==> src/rtl/sdram_burst_master.sv <==
// Burst master for the HPS f2h SDRAM Avalon-MM port: splits read/write commands into
// bursts of at most MAX_BURST words, buffering read data in a credit-checked FIFO.
module sdram_burst_master #(
  parameter int unsigned MAX_BURST  = 8,
  parameter int unsigned FIFO_DEPTH = 16
) (
  input  logic        clk_clk,
  input  logic        reset_reset_n,
  input  logic        cmd_valid,
  output logic        cmd_ready,
  input  logic        cmd_write,
  input  logic [29:0] cmd_address,
  input  logic [7:0]  cmd_length,
  input  logic        wr_valid,
  output logic        wr_ready,
  input  logic [31:0] wr_data,
  input  logic [3:0]  wr_byteenable,
  output logic        rd_valid,
  input  logic        rd_ready,
  output logic [31:0] rd_data,
  output logic        done,
  output logic [29:0] avm_address,
  output logic [7:0]  avm_burstcount,
  output logic        avm_read,
  output logic        avm_write,
  output logic [31:0] avm_writedata,
  output logic [3:0]  avm_byteenable,
  input  logic        avm_waitrequest,
  input  logic [31:0] avm_readdata,
  input  logic        avm_readdatavalid
);

  localparam int unsigned CntW = $clog2(FIFO_DEPTH + 1);
  localparam int unsigned PtrW = (FIFO_DEPTH > 1) ? $clog2(FIFO_DEPTH) : 1;
  localparam int unsigned SumW = CntW + 9;
  localparam logic [7:0]      MaxBc  = 8'(MAX_BURST);
  localparam logic [SumW-1:0] DepthS = SumW'(FIFO_DEPTH);

  typedef enum logic [1:0] {StIdle, StRdIssue, StRdDrain, StWrBurst} state_e;

  state_e            state_q, state_d;
  logic [29:0]       addr_q, addr_d;
  logic [7:0]        rem_q, rem_d;
  logic [7:0]        bc_q, bc_d;
  logic [7:0]        beat_q, beat_d;
  logic [CntW-1:0]   out_q, out_d;
  logic              done_q, done_d;

  logic [PtrW-1:0]   wr_ptr_q, rd_ptr_q;
  logic [CntW-1:0]   cnt_q, cnt_d;
  logic [31:0]       mem_q [2**PtrW];

  logic              cmd_fire;
  logic              rd_accept;
  logic              wr_accept;
  logic              push;
  logic              pop;
  logic              room_ok;
  logic [SumW-1:0]   room_sum;
  logic [7:0]        rem_after;
  logic [29:0]       addr_after;

  function automatic logic [7:0] clip_bc(input logic [7:0] n);
    return (n > MaxBc) ? MaxBc : n;
  endfunction

  assign cmd_ready  = (state_q == StIdle) && !done_q;
  assign cmd_fire   = cmd_valid && cmd_ready;
  assign rem_after  = rem_q - bc_q;
  assign addr_after = addr_q + 30'(bc_q);

  // Words already buffered plus words in flight can only shrink while a request waits,
  // so once avm_read rises it stays high until accepted.
  assign room_sum  = SumW'(cnt_q) + SumW'(out_q) + SumW'(bc_q);
  assign room_ok   = room_sum <= DepthS;

  assign avm_read       = (state_q == StRdIssue) && room_ok;
  assign avm_write      = (state_q == StWrBurst) && wr_valid;
  assign wr_ready       = (state_q == StWrBurst) && !avm_waitrequest;
  assign avm_address    = addr_q;
  assign avm_burstcount = bc_q;
  assign avm_writedata  = wr_data;
  assign avm_byteenable = wr_byteenable;
  assign done           = done_q;

  assign rd_accept = avm_read && !avm_waitrequest;
  assign wr_accept = avm_write && !avm_waitrequest;

  // Beats with nothing outstanding belong to a command abandoned by reset.
  assign push     = avm_readdatavalid && (out_q != '0);
  assign rd_valid = (cnt_q != '0);
  assign pop      = rd_valid && rd_ready;
  assign rd_data  = mem_q[rd_ptr_q];

  always_comb begin
    out_d = out_q;
    if (rd_accept) out_d = out_d + CntW'(bc_q);
    if (push)      out_d = out_d - CntW'(1);
  end

  always_comb begin
    cnt_d = cnt_q;
    if (push) cnt_d = cnt_d + CntW'(1);
    if (pop)  cnt_d = cnt_d - CntW'(1);
  end

  always_comb begin
    state_d = state_q;
    addr_d  = addr_q;
    rem_d   = rem_q;
    bc_d    = bc_q;
    beat_d  = beat_q;
    done_d  = 1'b0;
    unique case (state_q)
      StIdle: begin
        if (cmd_fire) begin
          addr_d = cmd_address;
          rem_d  = cmd_length;
          bc_d   = clip_bc(cmd_length);
          beat_d = '0;
          if (cmd_length == 8'd0) begin
            done_d = 1'b1;
          end else if (cmd_write) begin
            state_d = StWrBurst;
          end else begin
            state_d = StRdIssue;
          end
        end
      end
      StRdIssue: begin
        if (rd_accept) begin
          addr_d = addr_after;
          rem_d  = rem_after;
          bc_d   = clip_bc(rem_after);
          if (rem_after == 8'd0) state_d = StRdDrain;
        end
      end
      StRdDrain: begin
        if (out_q == '0) begin
          state_d = StIdle;
          done_d  = 1'b1;
        end
      end
      StWrBurst: begin
        if (wr_accept) begin
          if (beat_q + 8'd1 == bc_q) begin
            beat_d = '0;
            addr_d = addr_after;
            rem_d  = rem_after;
            bc_d   = clip_bc(rem_after);
            if (rem_after == 8'd0) begin
              state_d = StIdle;
              done_d  = 1'b1;
            end
          end else begin
            beat_d = beat_q + 8'd1;
          end
        end
      end
      default: state_d = StIdle;
    endcase
  end

  always_ff @(posedge clk_clk) begin
    if (!reset_reset_n) begin
      state_q <= StIdle;
      addr_q  <= '0;
      rem_q   <= '0;
      bc_q    <= '0;
      beat_q  <= '0;
      out_q   <= '0;
      done_q  <= 1'b0;
    end else begin
      state_q <= state_d;
      addr_q  <= addr_d;
      rem_q   <= rem_d;
      bc_q    <= bc_d;
      beat_q  <= beat_d;
      out_q   <= out_d;
      done_q  <= done_d;
    end
  end

  always_ff @(posedge clk_clk) begin
    if (!reset_reset_n) begin
      wr_ptr_q <= '0;
      rd_ptr_q <= '0;
      cnt_q    <= '0;
    end else begin
      if (push) wr_ptr_q <= wr_ptr_q + PtrW'(1);
      if (pop)  rd_ptr_q <= rd_ptr_q + PtrW'(1);
      cnt_q <= cnt_d;
    end
  end

  always_ff @(posedge clk_clk) begin
    if (push) mem_q[wr_ptr_q] <= avm_readdata;
  end

endmodule
==> config.mk <==
export PLATFORM = sky130hd
export DESIGN_NAME = sdram_burst_master
export DESIGN_NICKNAME = d
export VERILOG_FILES = /design/src/rtl/sdram_burst_master.sv
export SDC_FILE = /design/constraint.sdc
export NUM_CORES = 1
export LEC_CHECK = 0
export CORE_UTILIZATION = 40
export CTS_BUF_LIST = sky130_fd_sc_hd__clkbuf_2
export DETAILED_ROUTE_END_ITERATION = 10
export PLACE_DENSITY = 0.62
export SLEW_MARGIN = 25
export SYNTH_ARGS = -nofsm -noshare
export SYNTH_HDL_FRONTEND = slang
export SYNTH_SLANG_ARGS = --single-unit
==> constraint.sdc <==
create_clock -name clk_clk -period 12.16 [get_ports clk_clk]
set_clock_uncertainty 0.15 [all_clocks]
set_input_delay 2.432 -clock clk_clk [delete_from_list [all_inputs] [get_ports clk_clk]]
set_output_delay 2.432 -clock clk_clk [all_outputs]
set_load 0.05 [all_outputs]
==> results of run 1 <==
report_power, final:
part | leakage (nW) | internal (mW) | switching, mW | total, mW
clock | 1.09 | 0.601 | 0.812 | 1.41
sequential | 5.27 | 2.35 | 0.167 | 2.52
combinational | 3.20 | 0.935 | 1.26 | 2.20
cells in the final DEF (no fill, tap or decap), types with 18 or more instances in the layout:
cell type        count
xor2_1              22
a21oi_1             41
o21ai_0             22
clkbuf_2           223
nand2_1             64
edfxtp_1           512
buf_4               29
nor2_1              67
nor3_1              18
xnor2_1             21
a211oi_1            22
ha_1                36
mux4_2             160
clkdlybuf4s50_1    153
dfxtp_1             74
inv_1               29
clkinv_1            29
cell families (layout without fill, tap and decap cells):
kind of cell,Yosys count,after routing,synth area share [%]
buf+inv,142,479,2.720
flops,591,591,67.62
mux,174,174,14.93
compound gates,186,186,5.150
simple gates,269,269,5.559
other cells,0,5,0
xor+xnor,43,43,1.502
fa+ha+maj,45,45,2.515
sequential cells by signal, indices dropped and copies added (netlist names), named ones only:
register / count
mem_q: 512
rd_ptr_q: 4
done: 1
avm_burstcount: 8
beat_q: 8
out_q: 5
wr_ptr_q: 4
rem_q: 8
state_q: 2
cnt_q: 5
avm_address: 30
final cells by class:
class                           instances  area (µm²)
Fill cell                            5298       33020
Sequential cell                       591       16970
Multi-Input combinational cell        717        7466
Timing Repair Buffer                  182        1749
Clock buffer                          223        1116
Tap cell                              837        1047
Clock inverter                         44       335.3
Inverter                               30       112.6
Antenna cell                            5       12.51
per-layer routing:
layer  up-vias  part of all wire (%)  global-route usage [%]  wire (µm)
met5         -                     0                       0          0
met4         0                   1.9                   7.619       1127
met3        89                   6.7                   5.283       3928
met2       475                    49                   30.76      29100
met1      7300                    42                   23.94      24670
li1       6354                     -                       -          -
worst max-delay path, cell delays in order (launching register included):
cell and delay (ns):
dfxtp_4 0.73, buf_4 0.61, buf_4 0.69, mux4_2 0.58, mux4_2 0.49, clkdlybuf4s50_1 0.72
worst min-delay path by stage:
stage	from	endpoint	depth (start not counted)
floorplan	rem_q[0]$_SDFFE_PN0P_	rem_q[0]$_SDFFE_PN0P_	2
global placement	rem_q[0]$_SDFFE_PN0P_	rem_q[0]$_SDFFE_PN0P_	2
detailed placement	rem_q[0]$_SDFFE_PN0P_	rem_q[0]$_SDFFE_PN0P_	2
CTS	rem_q[0]$_SDFFE_PN0P_	rem_q[0]$_SDFFE_PN0P_	2
global route	rem_q[0]$_SDFFE_PN0P_	rem_q[0]$_SDFFE_PN0P_	2
finish	rem_q[0]$_SDFFE_PN0P_	rem_q[0]$_SDFFE_PN0P_	2
==> results_dict.tcl, run 1 <==
set metrics [dict create \
    fin_crit_sh_pct 63.57 \
    p_leak_nw 9.549 \
    grt_usage_pct 18.93 \
    nNetsFinal 1832 \
    netlist.top_cell.by_area "edfxtp_1" \
    arrival_ns 5.15 \
    syn_inst 1450 \
    routedWlPerCell_um 22.38 \
    slew_violations 0 \
    wirelength_um 58830 \
    synth_edf_count 512 \
    core_um2 61830 \
    dp_cells 2357 \
    dr.pass1.iters 5 \
    r2r_setup_slack_ns 7.64 \
    startpoint_type "flip-flop" \
    pin_count 226 \
    antenna_found_initial 3 \
    syn_to_final_growth_pct 14.89 \
    overflow 0 \
    synth_top_cells_by_area "edfxtp_1, mux4_2, dfxtp_1, ha_1, buf_4" \
    hold_slack_ns 0.3108 \
    hpwl_um 32060 \
    rr_endpoint "out_q[4]$_SDFF_PN0_" \
    cp-endpoint "rd_data[27]" \
    setup_viol 0 \
    cts_tree "yes" \
    port_buffers 153 \
    ctsResizeCount 0 \
    final-instance-count-excl-fill 2629 \
    critPathCaptureType "output pin" \
    initial_core_util_pct 40.56 \
    postCtsSetupRepairBufs 0 \
    die_width_um 252.4 \
    cts_buffers 151 \
    clk_latency_ns 1.24 \
    synth_area_um2 25070 \
    worst-setup-path-type "flip-flop to output pin" \
    drive_gt1_share_pct 25.85 \
    grt_max_degree 71 \
    clockBufferDepth 3 \
    r2r_start "avm_burstcount[0]$_SDFFE_PN0P_" \
    ys_types 70 \
    clock_sinks 591 \
    first_iter_violations 990 \
    worst-path-max-fanout 37 \
    slew_headroom_pct 31.72 \
    postCtsHoldBufs 0 \
    place_area_um2 27340 \
    synth_area_per_cell_um2 17.29 \
    yosys_warnings 0 \
    maxCapViolations 0 \
    cts.clk_slew.worst_paths_ns 0.10 \
    r2r_cells 16 \
    fin_util_pct 46.59 \
    setup_slack_ns 4.430 \
    place_congestion 0.8124 \
    worst_ep_required_time_ns 9.58 \
    preCtsSetupSlack_ns 5.547 \
    hp-class "flip-flop to flip-flop" \
    vias 14220 \
    p_total_mw 6.130 \
    hold_viol 0 \
    power.density_nw_per_um2 212.8 \
    synthArstFlopShare_pct 0 \
    synth_nets 1609 \
    worst_slew_pin_slew_ns 1.024 \
    vias_per_cell 5.408 \
    final_area_um2 28810 \
    fmax_mhz 129.4 \
    synth_top_area_share_pct 61.32 \
    ant_nets 0 \
    min_period_ns 7.730 \
    drc 0 \
    synth_seq_cells 591 \
    cts_root_buffer "clkbuf_2" \
    grt_pass1_vias 14840 \
    dieHeight_um 252.4 \
    placementRows 91 \
    rsz0062_at_grt "no" \
    yosysSeqAreaShare_pct 67.62 \
    synth_common_cells "edfxtp_1, mux4_2, dfxtp_1" \
    die_area_um2 63690 \
    status "finished clean" \
    grt_pass1_wl_um 88880 \
    fin_tns_setup_ns 0 \
    synth_ff_type "edfxtp_1" \
    yosysMostFrequentCell "edfxtp_1" \
    ir_drop_uv 116.9 \
    htreeDepth 4 \
]
Note: power is estimated with default switching activity, not from simulation.
==> inputs of run 2 (changes only) <==
--- a/config.mk
+++ b/config.mk
@@ -8,7 +8,7 @@
 export CORE_UTILIZATION = 40
 export CTS_BUF_LIST = sky130_fd_sc_hd__clkbuf_2
 export DETAILED_ROUTE_END_ITERATION = 10
-export PLACE_DENSITY = 0.62
+export PLACE_DENSITY = 0.64
 export SLEW_MARGIN = 25
 export SYNTH_ARGS = -nofsm -noshare
 export SYNTH_HDL_FRONTEND = slang
==> constraint.sdc (replaced) <==
create_clock -name clk_clk -period 6.4 [get_ports clk_clk]
set_clock_uncertainty 0.15 [all_clocks]
set_input_delay 1.28 -clock clk_clk [delete_from_list [all_inputs] [get_ports clk_clk]]
set_output_delay 1.28 -clock clk_clk [all_outputs]
set_load 0.05 [all_outputs]
==> run 2 against run 1 <==
Global-route usage fell by 0.082 points. Worst setup slack got worse by 3.9 ns. Sequential power rose by 89%. Worst hold slack improved by 0.015 ns.
==> results_dict.tcl, run 2 (synthesis gave the netlist of run 1 again) <==
set metrics [dict create \
    ir_drop_uv 287.5 \
    clock_sinks 591 \
    syn_to_final_growth_pct 14.33 \
    whs_path_depth 2 \
    vias_per_cell 5.483 \
    fmax_mhz 171.4 \
    postCtsSetupRepairBufs 0 \
    worst-path-max-fanout 6 \
    r2r_setup_slack_ns 2.05 \
    drc 0 \
    cts_tree "yes" \
    pin_count 226 \
    cts_buffers 150 \
    vias 14290 \
    nNetsFinal 1832 \
    largest_reg_flops 512 \
    final_area_um2 28670 \
    slew_violations 0 \
    final_cell_mix "edfxtp_1, clkbuf_2, mux4_2, clkdlybuf4s50_1, dfxtp_1" \
    maxCapViolations 0 \
    startpoint_type "flip-flop" \
    critPathCaptureType "output pin" \
    routedWlPerCell_um 22.52 \
    r2r_start "avm_burstcount[0]$_SDFFE_PN0P_" \
    ctsResizeCount 0 \
    die_area_um2 63690 \
    fin_crit_sh_pct 91.16 \
    setup_viol 0 \
    overflow 0 \
    p_leak_nw 9.441 \
    worst_slew_pin_slew_ns 1.011 \
    fin_tns_setup_ns 0 \
    arrival_ns 4.40 \
    rsz0062_at_grt "no" \
    core_um2 61830 \
    place_congestion 0.8288 \
    die_width_um 252.4 \
    ant_nets 0 \
    drive_gt1_share_pct 25.27 \
    grt_usage_pct 18.84 \
    wirelength_um 58710 \
    power.density_nw_per_um2 399.9 \
    grt_pass1_vias 14960 \
    r2r_cells 16 \
    clk_latency_ns 1.23 \
    dr.pass1.iters 5 \
    seqCellArea_um2 16970 \
    rr_endpoint "out_q[4]$_SDFF_PN0_" \
    slew_headroom_pct 32.61 \
    place_area_um2 27390 \
    first_iter_violations 1046 \
    hold_viol 0 \
    placementRows 91 \
    initial_core_util_pct 40.56 \
    n_fill_cell 5271 \
    hpwl_um 32450 \
    dieHeight_um 252.4 \
    min_period_ns 5.834 \
    worstHoldStart "rem_q[7]$_SDFFE_PN0P_" \
    regMostFlops "mem_q" \
    clockBufferDepth 3 \
    grt_pass1_wl_um 88760 \
    worstHoldEndpoint "rem_q[7]$_SDFFE_PN0P_" \
    port_buffers 153 \
    status "finished clean" \
    htreeDepth 4 \
    grt_max_degree 71 \
    postCtsHoldBufs 0 \
    multi_input_area_um2 7466 \
    cts_root_buffer "clkbuf_2" \
    worst-setup-path-type "flip-flop to output pin" \
    hp-class "flip-flop to flip-flop" \
    antenna_found_initial 5 \
    final_common_cell "edfxtp_1" \
    worst_ep_required_time_ns 4.97 \
    cts.clk_slew.worst_paths_ns 0.10 \
]
## run 2: cell count changes in the layout (fill, tap and decap cells not counted), sizes merged
| cell | previous run | this run |
|---|---|---|
| buf | 29 | 30 |
| bufinv | 5 | 2 |
| clkbuf | 223 | 208 |
| clkinv | 35 | 32 |
| clkinvlp | 0 | 4 |
| diode | 5 | 1 |
| inv | 34 | 32 |
## run 2: where the power goes
| part | internal [mW] | switching [mW] | leakage [nW] |
|---|---|---|---|
| clock network | 0.956 | 1.47 | 0.967 |
| logic | 1.80 | 2.47 | 3.21 |
| registers | 4.47 | 0.286 | 5.27 |
| total | 7.23 | 4.23 | 9.44 |
## run 2: cell type report
cell class	instances	area share (%)
clock inverter	40	0.8249
clock buffer	208	3.631
inverter	30	0.3928
sequential	591	59.19
tap	837	3.653
antenna	1	0.008729
timing repair buffer	183	6.259
multi-input combinational	717	26.04
## run 2: metrics by stage
| stage | hold slack [ns] | setup slack, ns | instances | power, mW | util [%] |
|---|---|---|---|---|---|
| finish | 0.3262 | 0.5655 | 2607 | 11.46 | 46.37 |
| global route | 0.3516 | 0.2987 | 2607 | 12.10 | 46.37 |
| detailed placement | 0.3153 | 1.797 | 2358 | 9.136 | 44.30 |
| floorplan | 0.2819 | 1.794 | 1450 | 7.956 | - |
| CTS | 0.3135 | 0.3614 | 2606 | 11.60 | 46.36 |
| global placement | 0.2910 | 1.820 | 2358 | 9.067 | 44.28 |
## run 2: worst max path at each step
stage / start / end / slack, ns / depth (start not counted)
2_1_floorplan: avm_burstcount[0]$_SDFFE_PN0P_ / avm_read / 1.79 / 10
4_1_cts: avm_burstcount[1]$_SDFFE_PN0P_ / avm_read / 0.36 / 9
3_5_place_dp: avm_burstcount[0]$_SDFFE_PN0P_ / avm_read / 1.80 / 11
3_3_place_gp: avm_burstcount[0]$_SDFFE_PN0P_ / avm_read / 1.82 / 11
6_report: avm_burstcount[0]$_SDFFE_PN0P_ / avm_read / 0.57 / 11
5_1_grt: avm_burstcount[0]$_SDFFE_PN0P_ / avm_read / 0.30 / 11
## run 2: critical path, cell delays in order (launching register included)
cell             delay (ns)
dfxtp_1                0.48
inv_1                  0.14
fa_1                   0.42
inv_1                  0.06
ha_1                   0.15
inv_1                  0.05
fa_1                   0.39
xnor2_1                0.14
nor3_1                 0.25
mux2i_1                0.14
a22oi_1                0.18
clkdlybuf4s50_1        0.83
## run 2: layer usage
| layer | part of all wire [%] | GRT usage, % | vias to the layer above |
|---|---|---|---|
| met5 | 0.082 | 0 | - |
| met4 | 1.5 | 5.991 | 8 |
| met3 | 7.8 | 6.117 | 81 |
| met2 | 50 | 30.59 | 545 |
| met1 | 41 | 23.92 | 7320 |
| li1 | - | - | 6340 |
==> inputs of run 3 (changes only) <==
--- a/config.mk
+++ b/config.mk
@@ -5,10 +5,11 @@
 export SDC_FILE = /design/constraint.sdc
 export NUM_CORES = 1
 export LEC_CHECK = 0
+export ABC_AREA = 1
 export CORE_UTILIZATION = 40
 export CTS_BUF_LIST = sky130_fd_sc_hd__clkbuf_2
 export DETAILED_ROUTE_END_ITERATION = 10
-export PLACE_DENSITY = 0.64
+export PLACE_DENSITY = 0.62
 export SLEW_MARGIN = 25
 export SYNTH_ARGS = -nofsm -noshare
 export SYNTH_HDL_FRONTEND = slang
==> constraint.sdc (replaced) <==
create_clock -name clk_clk -period 6.8 [get_ports clk_clk]
set_clock_uncertainty 0.15 [all_clocks]
set_input_delay 1.36 -clock clk_clk [delete_from_list [all_inputs] [get_ports clk_clk]]
set_output_delay 1.36 -clock clk_clk [all_outputs]
set_load 0.05 [all_outputs]
==> run 3 against run 2 <==
Critical path depth down 3. Largest power group is now combinational logic. First-iteration DRC count up 16%. Via count up 30%. Sequential share of layout area down 3.0 points. Final cell count up 34%. Sequential power down 5.7%. Register-to-register slack worse by 0.02 ns. Synthesized cell count up 62%. Cell area up 5.3%.
==> results_dict.tcl, run 3 <==
set metrics [dict create \
    routedWlPerCell_um 19.35 \
    postCtsHoldBufs 0 \
    r2r_cells 18 \
    overflow 0 \
    power.density_nw_per_um2 381.1 \
    synth_top_area_share_pct 58.03 \
    fmax_mhz 163.1 \
    vias_per_cell 5.319 \
    final_common_cell "edfxtp_1" \
    yosys_warnings 0 \
    synth_seq_cells 591 \
    port_buffers 153 \
    p_seq_share_pct 39.1 \
    pwr-share-comb_pct 40.8 \
    syn_inst 2354 \
    p_switching_mw 4.830 \
    nNetsFinal 2701 \
    p_total_mw 11.50 \
    synth_area_per_cell_um2 11.25 \
    initial_core_util_pct 40.80 \
    min_period_ns 6.131 \
    switching_share_pct 41.98 \
    synth_top_cells_by_area "edfxtp_1, dfxtp_1, mux2i_1, nand2_1, o21ai_0" \
    ctsResizeCount 0 \
    grt_usage_pct 20.25 \
    netlist.top_cell.by_area "edfxtp_1" \
    syn_to_final_growth_pct 13.93 \
    grt_max_degree 125 \
    dr.pass1.iters 5 \
    hp-class "flip-flop to flip-flop" \
    ys_types 42 \
    synth_edf_count 512 \
    postCtsSetupRepairBufs 0 \
    cts.clk_slew.worst_paths_ns 0.10 \
    worst_ep_required_time_ns 5.29 \
    ir_drop_uv 198.0 \
    p_leak_nw 11.00 \
    htreeDepth 4 \
    rsz0062_at_grt "no" \
    cts_buffers 151 \
    ant_nets 0 \
    n_fill_cell 5890 \
    antenna_found_initial 3 \
    startpoint_type "flip-flop" \
    yosysSeqAreaShare_pct 64.00 \
    drive_gt1_share_pct 11.64 \
    first_iter_violations 1211 \
    worst-setup-path-type "flip-flop to output pin" \
    wirelength_um 67600 \
    core_um2 64930 \
    cts_tree "yes" \
    final_area_um2 30180 \
    dp_cells 3241 \
    synth_area_um2 26490 \
    vias 18580 \
    drc 0 \
    clock_sinks 591 \
    hold_viol 0 \
    critPathCaptureType "output pin" \
    dieHeight_um 259.4 \
    slew_headroom_pct 29.24 \
    placementRows 93 \
    maxCapViolations 0 \
    slew_violations 0 \
    final_cell_mix "edfxtp_1, nand2_1, inv_1, clkbuf_2, o21ai_0" \
    die_width_um 259.4 \
    fin_tns_setup_ns 0 \
    fin_crit_sh_pct 90.17 \
    worst_slew_pin_slew_ns 1.059 \
    synth_ff_type "edfxtp_1" \
    synthArstFlopShare_pct 0 \
    internal-power_mw 6.674 \
    grt_pass1_wl_um 103700 \
    pin_count 226 \
    synth_common_cells "edfxtp_1, nand2_1, inv_1" \
    clockBufferDepth 3 \
    synth_nets 2513 \
    cts_root_buffer "clkbuf_2" \
    clk_latency_ns 1.27 \
    power.share.clock_pct 20.1 \
    setup_viol 0 \
    place_congestion 0.8663 \
    largest_reg_flops 512 \
    worst-path-max-fanout 50 \
    grt_pass1_vias 18640 \
    regMostFlops "mem_q" \
    hpwl_um 39070 \
    die_area_um2 67270 \
    place_area_um2 28810 \
    status "finished clean" \
    yosysMostFrequentCell "edfxtp_1" \
    arrival_ns 4.62 \
    final-instance-count-excl-fill 3494 \
    whs_path_depth 1 \
]
[run 3: cell count changes in the layout (fill, tap and decap cells not counted), sizes merged, moves of 13 or more]
cell	before	now
nor2	68	131
nand2	64	330
mux4	160	0
nand3	12	113
and3	19	1
xnor2	21	8
and2	16	2
inv	32	247
o21ai	24	211
a21oi	41	193
mux2i	14	129
a211oi	23	0
o211ai	7	130
[run 3: cell type report]
class	count	area [µm²]	share of cell area [%]
diodes	1	2.502	0.008291
clock buffers	220	1101	3.648
clock inverters	29	183.9	0.6094
inverters	244	918.4	3.043
multi-input cells	1364	7964	26.39
flip-flops and latches	591	16970	56.22
well taps	855	1070	3.544
repair buffers	190	1974	6.541
[run 3: critical path: stages, from the launching register on]
cell and delay, ns:
dfxtp_4 0.69, buf_4 0.59, buf_4 0.65, a21oi_1 0.07
o21ai_0 0.10, o21ai_0 0.10, o211ai_1 0.20, nand2_1 0.16
clkdlybuf4s50_1 0.74
[run 3: path summary, 6_finish.rpt]
path / start / slack, ns / end
worst min register to register: rd_ptr_q[2]$_SDFFE_PN0P_ / 0.31 / flip-flop
worst min-delay path: rd_ptr_q[2]$_SDFFE_PN0P_ / 0.31 / flip-flop
worst max-delay path: flip-flop / 0.67 / rd_data[4]
worst max register to register: avm_burstcount[1]$_SDFFE_PN0P_ / 2.03 / avm_address[17]$_SDFFE_PN0P_
[run 3: power by group through the flow]
| stage | sequential, mW | clock, mW | combinational, mW |
|---|---|---|---|
| 6_report | 4.49 | 2.31 | 4.70 |
| 5_1_grt | 4.54 | 2.55 | 5.15 |
| 4_1_cts | 4.55 | 2.39 | 4.65 |
| 3_5_place_dp | 4.63 | 0 | 4.63 |
| 3_3_place_gp | 4.62 | 0 | 4.55 |
| 2_1_floorplan | 4.69 | 0 | 3.27 |
[run 3: metal layers]
| metal | vias up | share of wire [%] | track usage, % |
|---|---|---|---|
| met5 | - | 0.11 | 0.4274 |
| met1 | 9037 | 42 | 25.50 |
| met4 | 6 | 2.7 | 9.069 |
| met3 | 129 | 6.9 | 4.774 |
| li1 | 8763 | - | - |
| met2 | 648 | 48 | 33.05 |
[run 3: cell families after synthesis]
group                    Yosys count  share of synthesized area, %
buffers and inverters            399                         6.390
multiplexers                     129                         4.874
adder cells (fa/ha/maj)           45                         2.380
XOR/XNOR                          22                        0.7273
AND/OR/NAND/NOR                  621                         9.861
flip-flops                       591                         64.00
AO/OA/AOI/OAI                    547                         11.76
[run 3: metrics by stage]
stage	utilization [%]	hold slack [ns]	setup WS (ns)
2_1_floorplan	-	0.2850	2.461
3_3_place_gp	44.22	0.2957	2.031
3_5_place_dp	44.38	0.2977	1.988
4_1_cts	46.35	0.3074	0.5298
5_1_grt	46.49	0.3444	0.3788
6_report	46.49	0.3088	0.6687
